[src/rtl/fifo_wr_arbiter_if.sv]
// -----------------------------------------------------------------------------
// fifo_wr_arbiter_if
//
// Bundles the producer request bus and the FIFO write port that meet at the
// round-robin write arbiter.
//
//   slave  modport : the arbiter (samples req/req_data/full,
//                    drives gnt/write_en/write_data)
//   master modport : the surroundings (producers plus the FIFO full flag)
//
// Signals
//   req         NUM_REQ              per-producer request, held until granted
//   req_data    NUM_REQ*DATA_WIDTH   producer i data in [i*DATA_WIDTH +: DATA_WIDTH]
//   gnt         NUM_REQ              one-hot accept pulse back to the producers
//   full        1                    FIFO full flag
//   write_en    1                    FIFO write strobe
//   write_data  DATA_WIDTH           FIFO write data
// -----------------------------------------------------------------------------
interface fifo_wr_arbiter_if #(
  parameter int NUM_REQ    = 4,
  parameter int DATA_WIDTH = 4
);
  logic [NUM_REQ-1:0]            req;
  logic [NUM_REQ*DATA_WIDTH-1:0] req_data;
  logic [NUM_REQ-1:0]            gnt;
  logic                          full;
  logic                          write_en;
  logic [DATA_WIDTH-1:0]         write_data;

  modport master (
    output req, req_data, full,
    input  gnt, write_en, write_data
  );

  modport slave (
    input  req, req_data, full,
    output gnt, write_en, write_data
  );
endinterface : fifo_wr_arbiter_if

[src/rtl/fifo_wr_arbiter.sv]
// -----------------------------------------------------------------------------
// fifo_wr_arbiter
//
// Round-robin arbiter sharing the single write port of a FIFO between NUM_REQ
// producers. Each cycle one requesting producer may be accepted; its word is
// captured into a one-entry holding register, and that register drives the
// FIFO write port while honouring the FIFO full flag. A drain and a new
// accept can happen on the same edge, so a stream sustains one write per
// cycle while the FIFO is not full.
//
// Parameters
//   NUM_REQ     number of producers (2..8)
//   DATA_WIDTH  data width, must match the FIFO
//
// Ports
//   clk        in   single clock, all state on its rising edge
//   rstN       in   asynchronous active-low reset
//   bus        --   fifo_wr_arbiter_if.slave (req, req_data, gnt, full,
//                   write_en, write_data)
//   grant_cnt  out  NUM_REQ*8 per-producer saturating grant counters,
//                   counter i on [i*8 +: 8]
//
// Build option
//   FIFO_ARB_CNT_EN  when defined, builds one 8-bit saturating grant counter
//                    per producer; otherwise grant_cnt is tied to zero.
// -----------------------------------------------------------------------------
module fifo_wr_arbiter #(
  parameter int NUM_REQ    = 4,
  parameter int DATA_WIDTH = 4
) (
  input  logic                   clk,
  input  logic                   rstN,
  fifo_wr_arbiter_if.slave       bus,
  output logic [NUM_REQ*8-1:0]   grant_cnt
);

  localparam int PTR_W = $clog2(NUM_REQ);

  typedef logic [PTR_W-1:0]      ptr_t;
  typedef logic [DATA_WIDTH-1:0] word_t;

  // Advance a producer index by one, wrapping at NUM_REQ-1 back to 0.
  function automatic ptr_t next_idx(input ptr_t p);
    return (p == ptr_t'(NUM_REQ - 1)) ? '0 : p + 1'b1;
  endfunction

  // ---------------------------------------------------------------------------
  // State
  // ---------------------------------------------------------------------------
  logic  hold_vld;   // holding register contains a word not yet written
  word_t hold_data;  // the word presented to the FIFO
  ptr_t  rr_ptr;     // highest-priority producer for the next accept

  // ---------------------------------------------------------------------------
  // Combinational arbitration
  // ---------------------------------------------------------------------------
  word_t              req_word [NUM_REQ];
  logic               can_accept;
  logic               found;
  logic               accept;
  ptr_t               winner;
  ptr_t               search_idx;
  logic [NUM_REQ-1:0] gnt_c;

  // Unpack the flat producer data bus into one word per producer.
  always_comb begin
    for (int i = 0; i < NUM_REQ; i++) begin
      req_word[i] = bus.req_data[i*DATA_WIDTH +: DATA_WIDTH];
    end
  end

  // The register can take a new word when it is empty or is being written to
  // the FIFO in this very cycle.
  assign can_accept = ~hold_vld | ~bus.full;

  // Rotating priority search: start at rr_ptr, walk upward with wrap, and
  // stop at the first requester.
  // NOTE: every variable assigned in this block gets a value before the loop,
  // so no path leaves one unassigned and no latch is inferred.
  always_comb begin
    found      = 1'b0;
    winner     = rr_ptr;
    search_idx = rr_ptr;
    for (int k = 0; k < NUM_REQ; k++) begin
      if (!found && bus.req[search_idx]) begin
        found  = 1'b1;
        winner = search_idx;
      end
      search_idx = next_idx(search_idx);
    end
  end

  // Grants are qualified with rstN so that a producer holding its request
  // through reset never sees an accept that the held state will not honour.
  assign accept = found & can_accept & rstN;

  always_comb begin
    gnt_c = '0;
    if (accept) begin
      gnt_c[winner] = 1'b1;
    end
  end

  assign bus.gnt        = gnt_c;
  assign bus.write_en   = hold_vld & ~bus.full;
  assign bus.write_data = hold_data;

  // ---------------------------------------------------------------------------
  // Holding register and round-robin pointer
  // ---------------------------------------------------------------------------
  // An accept both drains the old word (if any) and loads the new one on the
  // same edge, so hold_vld simply stays set. Without an accept, a completed
  // write empties the register. When neither happens all state holds, and
  // rr_ptr moves only on an accept.
  // NOTE: sequential state uses non-blocking assignments so every register
  // samples the pre-edge values of its inputs regardless of statement order.
  always_ff @(posedge clk or negedge rstN) begin
    if (!rstN) begin
      hold_vld  <= 1'b0;
      hold_data <= '0;
      rr_ptr    <= '0;
    end else if (accept) begin
      hold_vld  <= 1'b1;
      hold_data <= req_word[winner];
      rr_ptr    <= next_idx(winner);
    end else if (bus.write_en) begin
      hold_vld  <= 1'b0;
    end
  end

  // ---------------------------------------------------------------------------
  // Optional per-producer grant counters
  // ---------------------------------------------------------------------------
`ifdef FIFO_ARB_CNT_EN
  logic [7:0] cnt_q [NUM_REQ];

  // Counters saturate at 255 rather than wrapping, so a long-running
  // producer never appears to have been starved.
  always_ff @(posedge clk or negedge rstN) begin
    if (!rstN) begin
      for (int i = 0; i < NUM_REQ; i++) begin
        cnt_q[i] <= '0;
      end
    end else begin
      for (int i = 0; i < NUM_REQ; i++) begin
        if (gnt_c[i] && (cnt_q[i] != 8'hFF)) begin
          cnt_q[i] <= cnt_q[i] + 8'd1;
        end
      end
    end
  end

  always_comb begin
    for (int i = 0; i < NUM_REQ; i++) begin
      grant_cnt[i*8 +: 8] = cnt_q[i];
    end
  end
`else
  assign grant_cnt = '0;
`endif

  // ---------------------------------------------------------------------------
  // Protocol properties
  // ---------------------------------------------------------------------------
  gnt_onehot_a : assert property (@(posedge clk) disable iff (!rstN)
    $onehot0(bus.gnt));

  gnt_needs_req_a : assert property (@(posedge clk) disable iff (!rstN)
    ((bus.gnt & ~bus.req) == '0));

endmodule : fifo_wr_arbiter

[src/flat_wrapper.sv]
// flat-port wrapper written by rule: the top's interface ports become plain ports
module fifo_wr_arbiter_flat 
#(
  parameter int NUM_REQ    = 4,
  parameter int DATA_WIDTH = 4
)
  (clk, rstN, grant_cnt, bus_req, bus_req_data, bus_full, bus_gnt, bus_write_en, bus_write_data);
  fifo_wr_arbiter_if #(.NUM_REQ(NUM_REQ), .DATA_WIDTH(DATA_WIDTH)) bus_i ();
  input  logic clk;
  input  logic rstN;
  output logic [NUM_REQ*8-1:0] grant_cnt;
  input wire logic [$bits(bus_i.req)-1:0] bus_req;
  input wire logic [$bits(bus_i.req_data)-1:0] bus_req_data;
  input wire logic [$bits(bus_i.full)-1:0] bus_full;
  output wire logic [$bits(bus_i.gnt)-1:0] bus_gnt;
  output wire logic [$bits(bus_i.write_en)-1:0] bus_write_en;
  output wire logic [$bits(bus_i.write_data)-1:0] bus_write_data;
  assign bus_i.req = bus_req;
  assign bus_i.req_data = bus_req_data;
  assign bus_i.full = bus_full;
  assign bus_gnt = bus_i.gnt;
  assign bus_write_en = bus_i.write_en;
  assign bus_write_data = bus_i.write_data;
  fifo_wr_arbiter #(.NUM_REQ(NUM_REQ), .DATA_WIDTH(DATA_WIDTH)) u_core (.clk(clk), .rstN(rstN), .bus(bus_i), .grant_cnt(grant_cnt));
endmodule
[config.mk]
export PLATFORM = sky130hd
export DESIGN_NAME = fifo_wr_arbiter_flat
export DESIGN_NICKNAME = d
export VERILOG_FILES = /design/src/rtl/fifo_wr_arbiter_if.sv /design/src/rtl/fifo_wr_arbiter.sv /design/src/flat_wrapper.sv
export SDC_FILE = /design/constraint.sdc
export NUM_CORES = 1
export LEC_CHECK = 0
export BUFFER_PORTS_ARGS = -buffer_cell sky130_fd_sc_hd__buf_4
export CORE_MARGIN = 2
export CORE_UTILIZATION = 47
export CTS_BUF_LIST = sky130_fd_sc_hd__clkbuf_16
export DETAILED_ROUTE_END_ITERATION = 12
export PLACE_DENSITY_LB_ADDON = 0.05
export SETUP_SLACK_MARGIN = 0.5
export SYNTH_ARGS = -nofsm -noshare
export SYNTH_HDL_FRONTEND = slang
export SYNTH_SLANG_ARGS = --single-unit
[constraint.sdc]
create_clock -name clk -period 9.1 [get_ports clk]
set_clock_uncertainty 0.2 [all_clocks]
set_input_delay 1.82 -clock clk [delete_from_list [all_inputs] [get_ports clk]]
set_output_delay 1.82 -clock clk [all_outputs]
set_load 0.02 [all_outputs]
==> metrics, run 1 <==
Clock Sinks=7; Vias=844; fin crit share=63.77%; most frequent cell on the critical path=buf_4; DR pass1 iterations=4; Max rail drop VDD=0.2234 mV; Max Fclk=172.3 MHz; CP endpoint kind=primary output; CP Class=primary input to primary output; worst-case clock buffer depth=2; Leakage=0.6386 nW; cts hold-fix bufs=0; Crit Path Max Fanout=13; via density per instance=4.689; CTS tree=built; R2R depth=8; Starting Density=49.38%; CTS Root Cell=clkbuf_16; FP Rows=17; GRT Total Usage=16.46%; max_cap viols=0; Ports=64; fill cell count=216; commonest cells after routing, fill and taps aside=32 x conb_1, 32 x buf_4, 14 x mux2i_1, 12 x nand2_1, 7 x dfrtp_1; vias in the first global route=766; endpoints failing setup=0; CP max stage delay=540 ps; die width=52.21 um; Distinct cells, synth=34; initial antenna violation count=0; Power Dens Cells=388.4 nW/um^2; routability congestion estimate=0.8420; Detailed Route WL=2.040 mm; CP arrival=3780 ps; Total Nets Final=177; footprint of the multi-input gates=752.0 um^2; R2R setup slack=5720 ps; Pins Over Slew Limit=0; status=complete, no violations; Chip Height=52.21 um; largest net degree at the start of global routing=14; Mapped Cells=122; post-synthesis sequential area ratio=16.04%; worst hold path class=flop to flop; port buffer count=31; Area Growth Syn to Fin=17.98%; die area=2726 um^2; Sequential Area=175.2 um^2; CTS Buf Count=3; Antenna Nets Post-Route=0; clk_lat worst skew=230 ps; Ant. Diodes=0; post-CTS sizing=0; gr ovfl total=0; CP cell instances=buf_4, mux4_2, nand3b_1, o21ai_0, nand2b_1, or2_1, nor2_1, buf_4; most used flip-flop cell after synthesis=dfrtp_1; drt wl/cell=11.33 um; Syn. warnings=0; RSZ-0062 raised after global routing=false; Post-Syn Area per Cell=8.953 um^2; DRC viols=0; minimum clock period=5803 ps; setup total negative slack=0 ps; Crit-path slowest cell=mux4_2; Core Region=2212 um^2; first-pass GRT wire length=3.339 mm; CP startpoint kind=primary input; share of cells above drive strength 1=32.24%; Worst Hold Depth=2; ys async rst share=100.0%; Post-Layout Cell Count=180; Final Hold Fails=0; Inst Count DP=176; DP HPWL=1.627 mm; worst path required time=7080 ps; register clock-pin slew on the reported worst setup and hold paths=30 ps; DRT iter0 DRCs=7; Post-CTS Setup Bufs=0; EDFF count, synth=0; Mapped Area=1092 um^2; H-Tree Depth=1; Yosys reg bits=7
-- path summary, 6_finish.rpt --
| path | startpoint | endpoint |
|---|---|---|
| setup reg to reg | u_core.rr_ptr[0] | u_core.bus.write_data[2] |
| min in group asynchronous | rstN | u_core.hold_vld |
| hold / removal | u_core.bus.write_data[1] | u_core.bus.write_data[1] |
| hold reg to reg | u_core.bus.write_data[1] | u_core.bus.write_data[1] |
| max in group asynchronous | rstN | u_core.rr_ptr[0] |
| setup / recovery | bus_req[2] | bus_gnt[3] |
-- registers in the layout (all words and copies together), names as in the netlist --
register,count
u_core.hold_vld,1
u_core.rr_ptr,2
u_core.bus.write_data,4
-- report_power, final --
| group | leakage [nW] | internal (mW) | switching [mW] |
|---|---|---|---|
| Combinational | 0.513 | 0.174 | 0.189 |
| Clock | 0.0423 | 0.0571 | 0.0162 |
| Sequential | 0.0837 | 0.0455 | 0.0187 |
| Total | 0.639 | 0.276 | 0.224 |
-- cells by family (layout without fill, tap and decap cells) --
group | Yosys count | in the layout | share of synthesized area (%)
other | 1 | 32 | 0.3433
AND/OR/NAND/NOR | 32 | 32 | 17.18
AO/OA/AOI/OAI | 18 | 18 | 15.58
flip-flops | 7 | 7 | 16.04
XOR/XNOR | 2 | 2 | 1.604
adder cells (fa/ha/maj) | 1 | 1 | 1.145
multiplexers | 22 | 22 | 22.34
buffers and inverters | 39 | 38 | 25.77
-- cell type report --
type                            count  share of cell area (%)
Sequential cell                     7                   13.59
Clock inverter                      1                  0.2913
Inverter                            2                  0.5825
Multi-Input combinational cell    107                   58.35
Tap cell                           28                   2.718
Timing Repair Buffer               32                   18.64
Clock buffer                        3                   5.825
-- stage by stage --
step                      cell area (um^2)  power, mW  hold slack, ps  utilization (%)  setup slack, ps
after CTS                             1289     0.5063           294.2            58.26             3271
after global placement                1210     0.4308           275.4            54.69             3327
after floorplan                       1209     0.3724           252.4                -             3566
after detailed placement              1210     0.4293           281.4            54.69             3295
final                                 1289     0.5006           290.6            58.26             3297
after global routing                  1289     0.5414           316.4            58.26             3138
-- synthesized netlist by cell type (2+ instances only) --
| master | number | share of area [%] |
|---|---|---|
| buf_4 | 36 | 25 |
| mux2i_1 | 14 | 13 |
| nand2_1 | 12 | 4.1 |
| dfrtp_1 | 7 | 16 |
| mux2_2 | 6 | 6.2 |
| nor2_1 | 5 | 1.7 |
| o21ai_1 | 5 | 2.3 |
| nor2b_1 | 3 | 1.7 |
| o21ai_0 | 3 | 1.4 |
| inv_1 | 2 | 0.69 |
| nand2b_1 | 2 | 1.1 |
| nand3b_1 | 2 | 1.4 |
| or2_1 | 2 | 1.1 |
| or3_1 | 2 | 1.1 |
| xnor2_1 | 2 | 1.6 |
-- per-layer routing --
| layer | share of wire, % | GRT usage (%) | wire length, um | vias to the layer above |
|---|---|---|---|---|
| met4 | 0.34 | 6.838 | 7 | 0 |
| met5 | 0 | 0 | 0 | - |
| met3 | 5.8 | 3.429 | 118 | 2 |
| met2 | 53 | 26.79 | 1071 | 32 |
| li1 | - | - | - | 423 |
| met1 | 41 | 21.06 | 843 | 387 |
-- critical path: cells and delay by family --
kind	cells	cell delay, ps
buf+inv	2	310
compound gates	1	250
simple gates	4	860
mux	1	540
Power figures use the tool's default switching activity.
==> inputs of run 2 (changes only) <==
--- a/config.mk
+++ b/config.mk
@@ -5,9 +5,10 @@
 export SDC_FILE = /design/constraint.sdc
 export NUM_CORES = 1
 export LEC_CHECK = 0
+export ABC_AREA = 1
 export BUFFER_PORTS_ARGS = -buffer_cell sky130_fd_sc_hd__buf_4
 export CORE_MARGIN = 2
-export CORE_UTILIZATION = 47
+export CORE_UTILIZATION = 44
 export CTS_BUF_LIST = sky130_fd_sc_hd__clkbuf_16
 export DETAILED_ROUTE_END_ITERATION = 12
 export PLACE_DENSITY_LB_ADDON = 0.05
==> constraint.sdc (replaced) <==
create_clock -name clk -period 6 [get_ports clk]
set_clock_uncertainty 0.2 [all_clocks]
set_input_delay 1.2 -clock clk [delete_from_list [all_inputs] [get_ports clk]]
set_output_delay 1.2 -clock clk [all_outputs]
set_load 0.02 [all_outputs]
==> run 2 against run 1 <==
Effect of this change: synthesized cell count is 43% higher; cell area is 2.4% higher; worst hold slack worse by 4.5 ps; first-iteration DRC count is 100% higher; critical path depth is 5 higher; combinational power is 120% higher; via count is 25% higher.
==> metrics, run 2 <==
status=complete, no violations; Mapped Area=1110 um^2; minimum clock period=4031 ps; most used flip-flop cell after synthesis=dfrtp_1; fin area=1320 um^2; overall power=985.3 uW; gr ovfl total=0; fill cell count=261; cts hold-fix bufs=0; Area contributors post-synth=buf_4 22%, nand2_1 20%, dfrtp_1 16%; R2R depth=15; Starting Density=45.63%; Yosys reg bits=7; Vias=1052; Antenna Nets Post-Route=0; H-Tree Depth=1; worst path required time=4600 ps; drt wl/cell=9.316 um; share of cells above drive strength 1=27.54%; Post-Syn Area per Cell=6.378 um^2; CP Class=primary input to primary output; top cell type by total area after synthesis=buf_4; Cell Area, Placed=1241 um^2; endpoints failing setup=0; synth cell count leaders=60 x nand2_1, 32 x buf_4, 19 x nand3_1; Final Hold Fails=0; max reg flops=4; clk_lat worst skew=220 ps; Leakage=0.8144 nW; fin crit share=67.18%; Chip Height=54.22 um; ys async rst share=100.0%; EDFF count, synth=0; post-CTS sizing=0; Max Fclk=248.1 MHz; port buffer count=31; Final Core Density=54.27%; CP startpoint kind=primary input; CTS Root Cell=clkbuf_16; Area Growth Syn to Fin=18.94%; FP Rows=18; R2R setup slack=3400 ps; Syn. warnings=0; first-pass GRT wire length=3.643 mm; Synth top area share=21.65%; die area=2940 um^2; DRT iter0 DRCs=14; CP endpoint kind=primary output; Sequential Area=175.2 um^2; largest net degree at the start of global routing=12; Mapped Cells=174; FF-to-FF End=u_core.bus.write_data[1]; Detailed Route WL=2.208 mm; GRT Total Usage=16.69%; vias in the first global route=861; Clock Sinks=7; Power Dens Cells=746.5 nW/um^2; most frequent cell after synthesis=nand2_1; footprint of the multi-input gates=720.7 um^2; hold_sp=u_core.bus.write_data[3]; Distinct cells, synth=21; Post-CTS Setup Bufs=0; Max rail drop VDD=0.4319 mV; Critical Path Sink=bus_gnt[3]; worst hold path class=flop to flop; CTS tree=built; setup total negative slack=0 ps; post-synthesis sequential area ratio=15.78%; RSZ-0062 raised after global routing=false; DRC viols=0; initial antenna violation count=0; worst r2r src=u_core.rr_ptr[0]; Core Region=2432 um^2; Ant. Diodes=0; commonest cells after routing, fill and taps aside=60 x nand2_1, 32 x conb_1, 31 x buf_4, 19 x nand3_1, 17 x inv_1; CTS Buf Count=3; worst-case clock buffer depth=2; Ports=64; most common cell after layout, fill and taps aside=nand2_1; CP arrival=2630 ps; via density per instance=4.439; DP HPWL=1.876 mm; register clock-pin slew on the reported worst setup and hold paths=40 ps; Pins Over Slew Limit=0; Total Nets Final=232; Crit Path Max Fanout=11; DR pass1 iterations=4; die width=54.22 um; max_cap viols=0; CP startpoint=bus_req[2]; routability congestion estimate=0.9010
-- run 2: cell types whose count changed after synthesis, sizes merged, moves of 3 or more --
cell,delta
inv,+18
nand2,+60
nor2b,-3
mux2i,-15
mux2,-6
o21ai,-5
buf,-3
nand3,+24
-- run 2: worst min path at each step --
| stage | slack, ps | depth (start not counted) | endpoint |
|---|---|---|---|
| 3_3_place_gp | 280 | 2 | u_core.bus.write_data[2] |
| 6_report | 290 | 2 | u_core.bus.write_data[3] |
| 3_5_place_dp | 280 | 2 | u_core.bus.write_data[3] |
| 4_1_cts | 290 | 2 | u_core.bus.write_data[3] |
| 2_1_floorplan | 270 | 2 | u_core.hold_vld |
| 5_1_grt | 300 | 2 | u_core.bus.write_data[3] |
-- run 2: area by class of cell --
| type | count | area share (%) |
|---|---|---|
| clock buffer | 3 | 5.687 |
| clock inverter | 1 | 0.2844 |
| inverter | 20 | 5.687 |
| multi-input combinational | 145 | 54.60 |
| sequential | 7 | 13.27 |
| tap | 30 | 2.844 |
| timing repair buffer | 31 | 17.63 |
-- run 2: layer usage --
metal	vias to the layer above	GRT usage (%)	part of all wire (%)
met5	-	0	0
met4	0	6.250	1.1
met3	2	1.639	6.3
met2	47	27.71	50
met1	460	22.24	43
li1	543	-	-
-- run 2: power breakdown --
part	internal [mW]	total, mW	switching [mW]
Sequential	0.0728	0.0937	0.0209
Combinational	0.259	0.782	0.524
Clock	0.0864	0.109	0.0228
Total	0.418	0.985	0.568
-- run 2: logic make-up after synthesis --
| family | after synthesis | synth area share [%] |
|---|---|---|
| buffers and inverters | 53 | 29.76 |
| AND/OR/NAND/NOR | 108 | 50.96 |
| other | 1 | 0.3379 |
| AO/OA/AOI/OAI | 4 | 2.029 |
| flip-flops | 7 | 15.78 |
| adder cells (fa/ha/maj) | 1 | 1.127 |
-- run 2: stage by stage --
step | hold slack (ps) | worst slack (ps) | cells
2_1_floorplan | 267.9 | 2019 | 205
3_3_place_gp | 284.9 | 1935 | 233
3_5_place_dp | 279.8 | 1964 | 233
4_1_cts | 290.9 | 1957 | 237
5_1_grt | 303.6 | 1817 | 237
6_report | 286.1 | 1969 | 237
-- run 2: critical path, cell delays in order --
cell and delay (ps):
buf_4 110, nand2_1 70, o21ai_0 110, nand2_1 100
nand2_2 90, nor2_8 120, nand3_4 100, nand2_2 100
nand2_4 90, nand2_4 150, inv_1 70, nor3_1 140
buf_4 170
